==> src/rtl/mem_region_switch_if.sv <==
// mem_region_switch_if: CPU data-port bus between the CPU and the memory-map switch.
//
// Signals:
//   m_addr   CPU address                        (CPU -> switch)
//   m_wdata  CPU write data                     (CPU -> switch)
//   m_read   single-cycle read strobe           (CPU -> switch)
//   m_write  single-cycle write strobe          (CPU -> switch)
//   m_rdata  read data, valid while m_ready = 1 (switch -> CPU)
//   m_busy   transaction in progress            (switch -> CPU)
//   m_ready  one-cycle completion pulse         (switch -> CPU)
//   m_err    one-cycle error pulse with m_ready (switch -> CPU)
//
// Modports: master = CPU side, slave = switch side.
interface mem_region_switch_if #(
    parameter int ADDR_W = 16,
    parameter int DATA_W = 16
);
    logic [ADDR_W-1:0] m_addr;
    logic [DATA_W-1:0] m_wdata;
    logic              m_read;
    logic              m_write;
    logic [DATA_W-1:0] m_rdata;
    logic              m_busy;
    logic              m_ready;
    logic              m_err;

    modport master (
        output m_addr, m_wdata, m_read, m_write,
        input  m_rdata, m_busy, m_ready, m_err
    );

    modport slave (
        input  m_addr, m_wdata, m_read, m_write,
        output m_rdata, m_busy, m_ready, m_err
    );
endinterface

==> src/rtl/mem_region_switch.sv <==
// mem_region_switch: memory-map switch between the CPU data port and N_REG
// memory-mapped slaves. The CPU address is decoded into a region, rebased to a
// slave-local address, and a registered request/response FSM runs against the
// selected slave. Adds write-only regions, a wait timeout with bus error and an
// unmapped-address fast path.
//
// Ports:
//   clk      system clock
//   rst_n    asynchronous active-low reset
//   cpu      CPU bus (mem_region_switch_if, slave modport)
//   s_addr   rebased address (latched addr - base of selected region)
//   s_wdata  latched write data
//   s_read   per-region read request
//   s_write  per-region write request
//   s_busy   per-region "accepted / working"
//   s_ready  per-region "done, read data valid"
//   s_rdata  per-region read data, region i in slice i
module mem_region_switch #(
    parameter int                        ADDR_W   = 16,
    parameter int                        DATA_W   = 16,
    parameter int                        N_REG    = 3,
    parameter logic [N_REG*ADDR_W-1:0]   REG_BASE = {16'h4c00, 16'h1000, 16'h0000},
    parameter logic [N_REG-1:0]          WR_ONLY  = 3'b010,
    parameter int                        TIMEOUT  = 255
) (
    input  logic                       clk,
    input  logic                       rst_n,
    mem_region_switch_if.slave         cpu,
    output logic [ADDR_W-1:0]          s_addr,
    output logic [DATA_W-1:0]          s_wdata,
    output logic [N_REG-1:0]           s_read,
    output logic [N_REG-1:0]           s_write,
    input  logic [N_REG-1:0]           s_busy,
    input  logic [N_REG-1:0]           s_ready,
    input  logic [N_REG*DATA_W-1:0]    s_rdata
);

    localparam int         SEL_W = (N_REG > 1) ? $clog2(N_REG) : 1;
    localparam logic [7:0] TMO   = 8'(TIMEOUT);

    typedef enum logic [1:0] {
        IDLE  = 2'd0,
        ISSUE = 2'd1,
        WAIT  = 2'd2,
        DONE  = 2'd3
    } state_t;

    state_t             state, state_nxt;
    logic [SEL_W-1:0]   sel_q;
    logic               wr_q;
    logic [7:0]         cnt_q, cnt_nxt;
    logic [DATA_W-1:0]  rdata_q;
    logic               err_q;

    // Address decode: bases ascend, so the last matching base is the region.
    logic [SEL_W-1:0]   dec_sel;
    logic [ADDR_W-1:0]  dec_base;
    logic               dec_hit;

    always_comb begin
        dec_sel  = '0;
        dec_base = '0;
        dec_hit  = 1'b0;
        for (int i = 0; i < N_REG; i++) begin
            if (cpu.m_addr >= REG_BASE[i*ADDR_W +: ADDR_W]) begin
                dec_sel  = SEL_W'(i);
                dec_base = REG_BASE[i*ADDR_W +: ADDR_W];
                dec_hit  = 1'b1;
            end
        end
    end

    // Only the selected slave's handshake and data are looked at.
    logic               sel_busy;
    logic               sel_ready;
    logic [DATA_W-1:0]  sel_rdata;
    logic               timed_out;

    assign sel_busy  = s_busy[sel_q];
    assign sel_ready = s_ready[sel_q];
    assign sel_rdata = s_rdata[sel_q*DATA_W +: DATA_W];
    assign timed_out = (cnt_q == TMO);

    logic               accept;
    logic               rdata_load;
    logic [DATA_W-1:0]  rdata_val;
    logic               done_err;

    always_comb begin
        state_nxt  = state;
        cnt_nxt    = cnt_q;
        accept     = 1'b0;
        rdata_load = 1'b0;
        rdata_val  = '0;
        done_err   = 1'b0;
        case (state)
            IDLE: begin
                if (cpu.m_read || cpu.m_write) begin
                    accept = 1'b1;
                    // Fast path: conflicting strobes, unmapped address, or a
                    // read of a write-only region never reaches a slave.
                    if ((cpu.m_read && cpu.m_write) || !dec_hit ||
                        (cpu.m_read && WR_ONLY[dec_sel])) begin
                        state_nxt  = DONE;
                        rdata_load = 1'b1;
                        rdata_val  = '0;
                        done_err   = cpu.m_read && cpu.m_write;
                    end else begin
                        state_nxt = ISSUE;
                        cnt_nxt   = '0;
                    end
                end
            end
            ISSUE, WAIT: begin
                // s_ready takes priority over a timeout in the same cycle.
                if (sel_ready) begin
                    state_nxt  = DONE;
                    rdata_load = !wr_q;
                    rdata_val  = sel_rdata;
                end else if (timed_out) begin
                    state_nxt  = DONE;
                    rdata_load = 1'b1;
                    rdata_val  = '1;
                    done_err   = 1'b1;
                end else begin
                    cnt_nxt = cnt_q + 8'd1;
                    if (state == ISSUE && sel_busy) begin
                        state_nxt = WAIT;
                    end
                end
            end
            DONE: begin
                state_nxt = IDLE;
            end
            default: begin
                state_nxt = IDLE;
            end
        endcase
    end

    always_ff @(posedge clk or negedge rst_n) begin
        if (!rst_n) begin
            state   <= IDLE;
            sel_q   <= '0;
            wr_q    <= 1'b0;
            cnt_q   <= '0;
            rdata_q <= '0;
            err_q   <= 1'b0;
            s_addr  <= '0;
            s_wdata <= '0;
        end else begin
            state <= state_nxt;
            cnt_q <= cnt_nxt;
            if (accept) begin
                sel_q   <= dec_sel;
                wr_q    <= cpu.m_write;
                s_addr  <= cpu.m_addr - dec_base;
                s_wdata <= cpu.m_wdata;
            end
            if (rdata_load) begin
                rdata_q <= rdata_val;
            end
            if (state_nxt == DONE) begin
                err_q <= done_err;
            end
        end
    end

    // Strobes and status are decoded from registered state only, so an
    // asynchronous reset clears them immediately.
    logic [N_REG-1:0] sel_onehot;
    assign sel_onehot = N_REG'(1) << sel_q;

    assign s_read  = (state == ISSUE && !wr_q) ? sel_onehot : '0;
    assign s_write = (state == ISSUE &&  wr_q) ? sel_onehot : '0;

    assign cpu.m_rdata = rdata_q;
    assign cpu.m_busy  = (state == ISSUE) || (state == WAIT);
    assign cpu.m_ready = (state == DONE);
    assign cpu.m_err   = (state == DONE) && err_q;

endmodule

==> src/flat_wrapper.sv <==
// flat-port wrapper written by rule: the top's interface ports become plain ports
module mem_region_switch_flat 
#(
    parameter int                        ADDR_W   = 16,
    parameter int                        DATA_W   = 16,
    parameter int                        N_REG    = 3,
    parameter logic [N_REG*ADDR_W-1:0]   REG_BASE = {16'h4c00, 16'h1000, 16'h0000},
    parameter logic [N_REG-1:0]          WR_ONLY  = 3'b010,
    parameter int                        TIMEOUT  = 255
)
  (clk, rst_n, s_addr, s_wdata, s_read, s_write, s_busy, s_ready, s_rdata, cpu_m_addr, cpu_m_wdata, cpu_m_read, cpu_m_write, cpu_m_rdata, cpu_m_busy, cpu_m_ready, cpu_m_err);
  mem_region_switch_if #(.ADDR_W(ADDR_W), .DATA_W(DATA_W)) cpu_i ();
  input  logic clk;
  input  logic rst_n;
  output logic [ADDR_W-1:0] s_addr;
  output logic [DATA_W-1:0] s_wdata;
  output logic [N_REG-1:0] s_read;
  output logic [N_REG-1:0] s_write;
  input  logic [N_REG-1:0] s_busy;
  input  logic [N_REG-1:0] s_ready;
  input  logic [N_REG*DATA_W-1:0] s_rdata;
  input wire logic [$bits(cpu_i.m_addr)-1:0] cpu_m_addr;
  input wire logic [$bits(cpu_i.m_wdata)-1:0] cpu_m_wdata;
  input wire logic [$bits(cpu_i.m_read)-1:0] cpu_m_read;
  input wire logic [$bits(cpu_i.m_write)-1:0] cpu_m_write;
  output wire logic [$bits(cpu_i.m_rdata)-1:0] cpu_m_rdata;
  output wire logic [$bits(cpu_i.m_busy)-1:0] cpu_m_busy;
  output wire logic [$bits(cpu_i.m_ready)-1:0] cpu_m_ready;
  output wire logic [$bits(cpu_i.m_err)-1:0] cpu_m_err;
  assign cpu_i.m_addr = cpu_m_addr;
  assign cpu_i.m_wdata = cpu_m_wdata;
  assign cpu_i.m_read = cpu_m_read;
  assign cpu_i.m_write = cpu_m_write;
  assign cpu_m_rdata = cpu_i.m_rdata;
  assign cpu_m_busy = cpu_i.m_busy;
  assign cpu_m_ready = cpu_i.m_ready;
  assign cpu_m_err = cpu_i.m_err;
  mem_region_switch #(.ADDR_W(ADDR_W), .DATA_W(DATA_W), .N_REG(N_REG), .REG_BASE(REG_BASE), .WR_ONLY(WR_ONLY), .TIMEOUT(TIMEOUT)) u_core (.clk(clk), .rst_n(rst_n), .cpu(cpu_i), .s_addr(s_addr), .s_wdata(s_wdata), .s_read(s_read), .s_write(s_write), .s_busy(s_busy), .s_ready(s_ready), .s_rdata(s_rdata));
endmodule
==> config.mk <==
export PLATFORM = sky130hd
export DESIGN_NAME = mem_region_switch_flat
export DESIGN_NICKNAME = d
export VERILOG_FILES = /design/src/rtl/mem_region_switch_if.sv /design/src/rtl/mem_region_switch.sv /design/src/flat_wrapper.sv
export SDC_FILE = /design/constraint.sdc
export NUM_CORES = 1
export LEC_CHECK = 0
export ABC_AREA = 0
export CORE_ASPECT_RATIO = 1.5
export CORE_MARGIN = 5
export CORE_UTILIZATION = 43
export DETAILED_ROUTE_END_ITERATION = 8
export PLACE_DENSITY = 0.78
export SLEW_MARGIN = 20
export SYNTH_ARGS = -nofsm -noshare
export SYNTH_HDL_FRONTEND = slang
export SYNTH_SLANG_ARGS = --single-unit
export TNS_END_PERCENT = 30
==> constraint.sdc <==
create_clock -name clk -period 2.5 [get_ports clk]
set_input_delay 0.25 -clock clk [delete_from_list [all_inputs] [get_ports clk]]
set_output_delay 0.25 -clock clk [all_outputs]
set_load 0.005 [all_outputs]
==> flow_summary.json <==
{
  "port_buffers": 146,
  "grt_max_degree": 36,
  "cp_top_family": "compound AO/OA/AOI/OAI gates",
  "hpwl_um": 7420,
  "path_buf_inv": 1,
  "multi_input_area_um2": 1810,
  "worst_setup_path_start_kind": "input pin",
  "cts_root_buffer": "clkbuf_16",
  "status": "completed",
  "cts_tree": "done",
  "synth_cell_types": 47,
  "gr-usage-all-layers": 0.199,
  "max_stage_delay_ns": 0.43,
  "ir_worst_vdd_mv": 0.699,
  "placed_cells": 577,
  "maxCapViolCount": 0,
  "yosysTopAreaCell": "dfrtp_1",
  "tns_ns": 0,
  "detail_route.first_pass.iterations": 4,
  "grt_pass1_wl_um": 15900,
  "detail_route.wl_per_cell_um": 16.2,
  "synth-async-reset-ratio": 1.00,
  "seqCellArea_um2": 1550,
  "ios": 147,
  "setup_viol": 0,
  "clk_latency_ns": 0.33,
  "wl_um": 9620,
  "antenna_found_initial": 0,
  "fill_cells": 627,
  "leakage_uw": 0.00238,
  "finalHoldViolations": 0,
  "place_congestion": 0.825,
  "dr_total_vias": 3047,
  "core-area_um2": 7910,
  "ys.flop_type": "dfrtp_1",
  "synth_nets": 423,
  "antenna_left": 0,
  "mostFrequentLayoutCells": "clkdlybuf4s50_1 (145), dfrtp_1 (62), a21oi_1 (35), mux2_2 (33), nor2_1 (26)",
  "hold_path.class": "reg2reg",
  "cp.arrival_ns": 2.57,
  "num_rows": 40,
  "syn_avg_cell_area_um2": 10.7,
  "crit_slowest_cell": "clkdlybuf4s50_1",
  "rsz0062_at_grt": "no",
  "ys_seq_area_frac": 0.449,
  "synthesis.area_um2": 3450,
  "mostFrequentLayoutCell": "clkdlybuf4s50_1",
  "fmax_mhz": 420,
  "ys_warn_count": 0,
  "path_clk_slew_ns": 0.05,
  "clock_skew_ns": 0.00671,
  "drc": 0,
  "final_cells": 593,
  "crit_fanout": 4,
  "die_y_um": 120,
  "initial_core_util": 0.437,
  "area_delta_synth_final_pct": 58.1,
  "tightest_slew_ns": 0.678,
  "synth_top_area_share": 0.449,
  "dieArea_um2": 9960,
  "ys_ff_latch": 62,
  "whs_ns": 0.487,
  "crit_path_cell_trace": "clkdlybuf4s50_1 > a211o_1 > a21oi_4 > ha_1 > nor2b_1 > o21ai_1 > or3b_4 > a21oi_2 > xnor2_1 > o21ai_0",
  "synth-edff-count": 0,
  "slew_headroom": 0.548,
  "grt_overflow": 0,
  "cts_buffers": 9,
  "power.density_nw_per_um2": 1110,
  "cts_buffer_depth": 2,
  "postLayoutCoreUtil": 0.691,
  "finalCriticalPeriod_ns": 2.38,
  "drt_iter0_markers": 136,
  "cts.sinks": 62,
  "via_per_inst": 5.14,
  "critPathCaptureType": "flip-flop",
  "maxSlewViolCount": 0,
  "antenna_cells": 0,
  "required_ns": 2.69,
  "htree_levels": 3,
  "drive_above_1_share": 0.199,
  "finalCritPeriodShare": 0.953,
  "grt_pass1_vias": 3234,
  "dieWidth_um": 83.2,
  "synth_area_leaders": "dfrtp_1 (45%), mux2_2 (11%), mux2i_1 (5.8%)",
  "path_class": "in2reg",
  "num-nets-final": 586,
  "syn-instance-count": 322
}
[layout make-up]
class                           count  share of cell area
Tap cell                          105              0.0241
Clock inverter                      1            0.000916
Inverter                            9             0.00619
Sequential cell                    62               0.284
Clock buffer                       13              0.0495
Timing Repair Buffer              169               0.303
Multi-Input combinational cell    234               0.332
[through the flow]
step / total power, uW / setup slack (ns) / area, um2
floorplan: 3470 / 0.0859 / 3450
global placement: 4810 / -0.295 / 5150
detailed placement: 4910 / -0.474 / 5150
CTS: 6100 / 0.0347 / 5440
global route: 6490 / 0.00192 / 5460
finish: 6040 / 0.117 / 5460
[final timing paths]
check | start | to | slack (ns) | depth (start not counted)
worst max-delay path | cpu_m_addr[11] | u_core.s_addr[15] | 0.12 | 10
worst min-delay path | u_core.s_addr[12] | u_core.s_addr[12] | 0.49 | 2
worst max register to register | u_core.state[0] | u_core.err_q | 0.35 | 7
worst min register to register | u_core.s_addr[12] | u_core.s_addr[12] | 0.49 | 2
max in group asynchronous | rst_n | u_core.s_wdata[7] | 1.37 | 3
min in group asynchronous | rst_n | u_core.cpu.m_rdata[5] | 0.51 | 2
[timing repair]
item                                    in CTS  in global routing
endpoints found under the setup margin       1                  3
hold buffers                                 1                  0
endpoints found under the hold margin       28                  0
pin swaps                                    1                  3
resized for setup                            2                  5
buffers inserted                             0                  1
[report_power, final]
part / switching (uW) / internal [uW]
logic: 1340 / 1840
registers: 286 / 1430
clock network: 399 / 737
[cells in the mapped netlist (4+ instances only)]
cell and count:
a21oi_1 37, nand2_1 25, inv_1 9, mux2i_1 20, nor2_1 26, mux2_2 33
mux2_4 11, dfrtp_1 62, nand2b_1 4, nand3_1 4, clkbuf_1 11, o21ai_0 19
ha_1 10
[cell families (layout without fill, tap and decap cells)]
family,Yosys count,after routing,synth area share
multiplexers,65,65,0.220
flip-flops,62,62,0.449
AND/OR/NAND/NOR,80,80,0.110
adder cells (fa/ha/maj),11,11,0.0420
buffers and inverters,26,192,0.0359
AO/OA/AOI/OAI,74,74,0.133
XOR/XNOR,4,4,0.0101
[layer usage]
metal	routed length, um	up-vias	track usage	share of wire
met1	3880	1447	0.226	0.40
met2	4910	124	0.345	0.51
met3	612	13	0.0625	0.064
met5	0	-	0	0
li1	-	1463	-	-
met4	214	0	0.0777	0.022
[state kept, by name, indices dropped and copies added, names as in the netlist]
register and cells:
u_core.s_addr 16, u_core.sel_q 2, u_core.state 2, u_core.err_q 1
u_core.cpu.m_rdata 16, u_core.cnt_q 8, u_core.wr_q 1, u_core.s_wdata 16
[tightest hold or removal path, delay by kind of cell, from the launching register on]
family             cells  cell delay (ns)
DFF                    1             0.34
AOI/OAI and AO/OA      1             0.06
and+or+nand+nor        1             0.05
No activity file was read; power rests on OpenSTA's default activity.
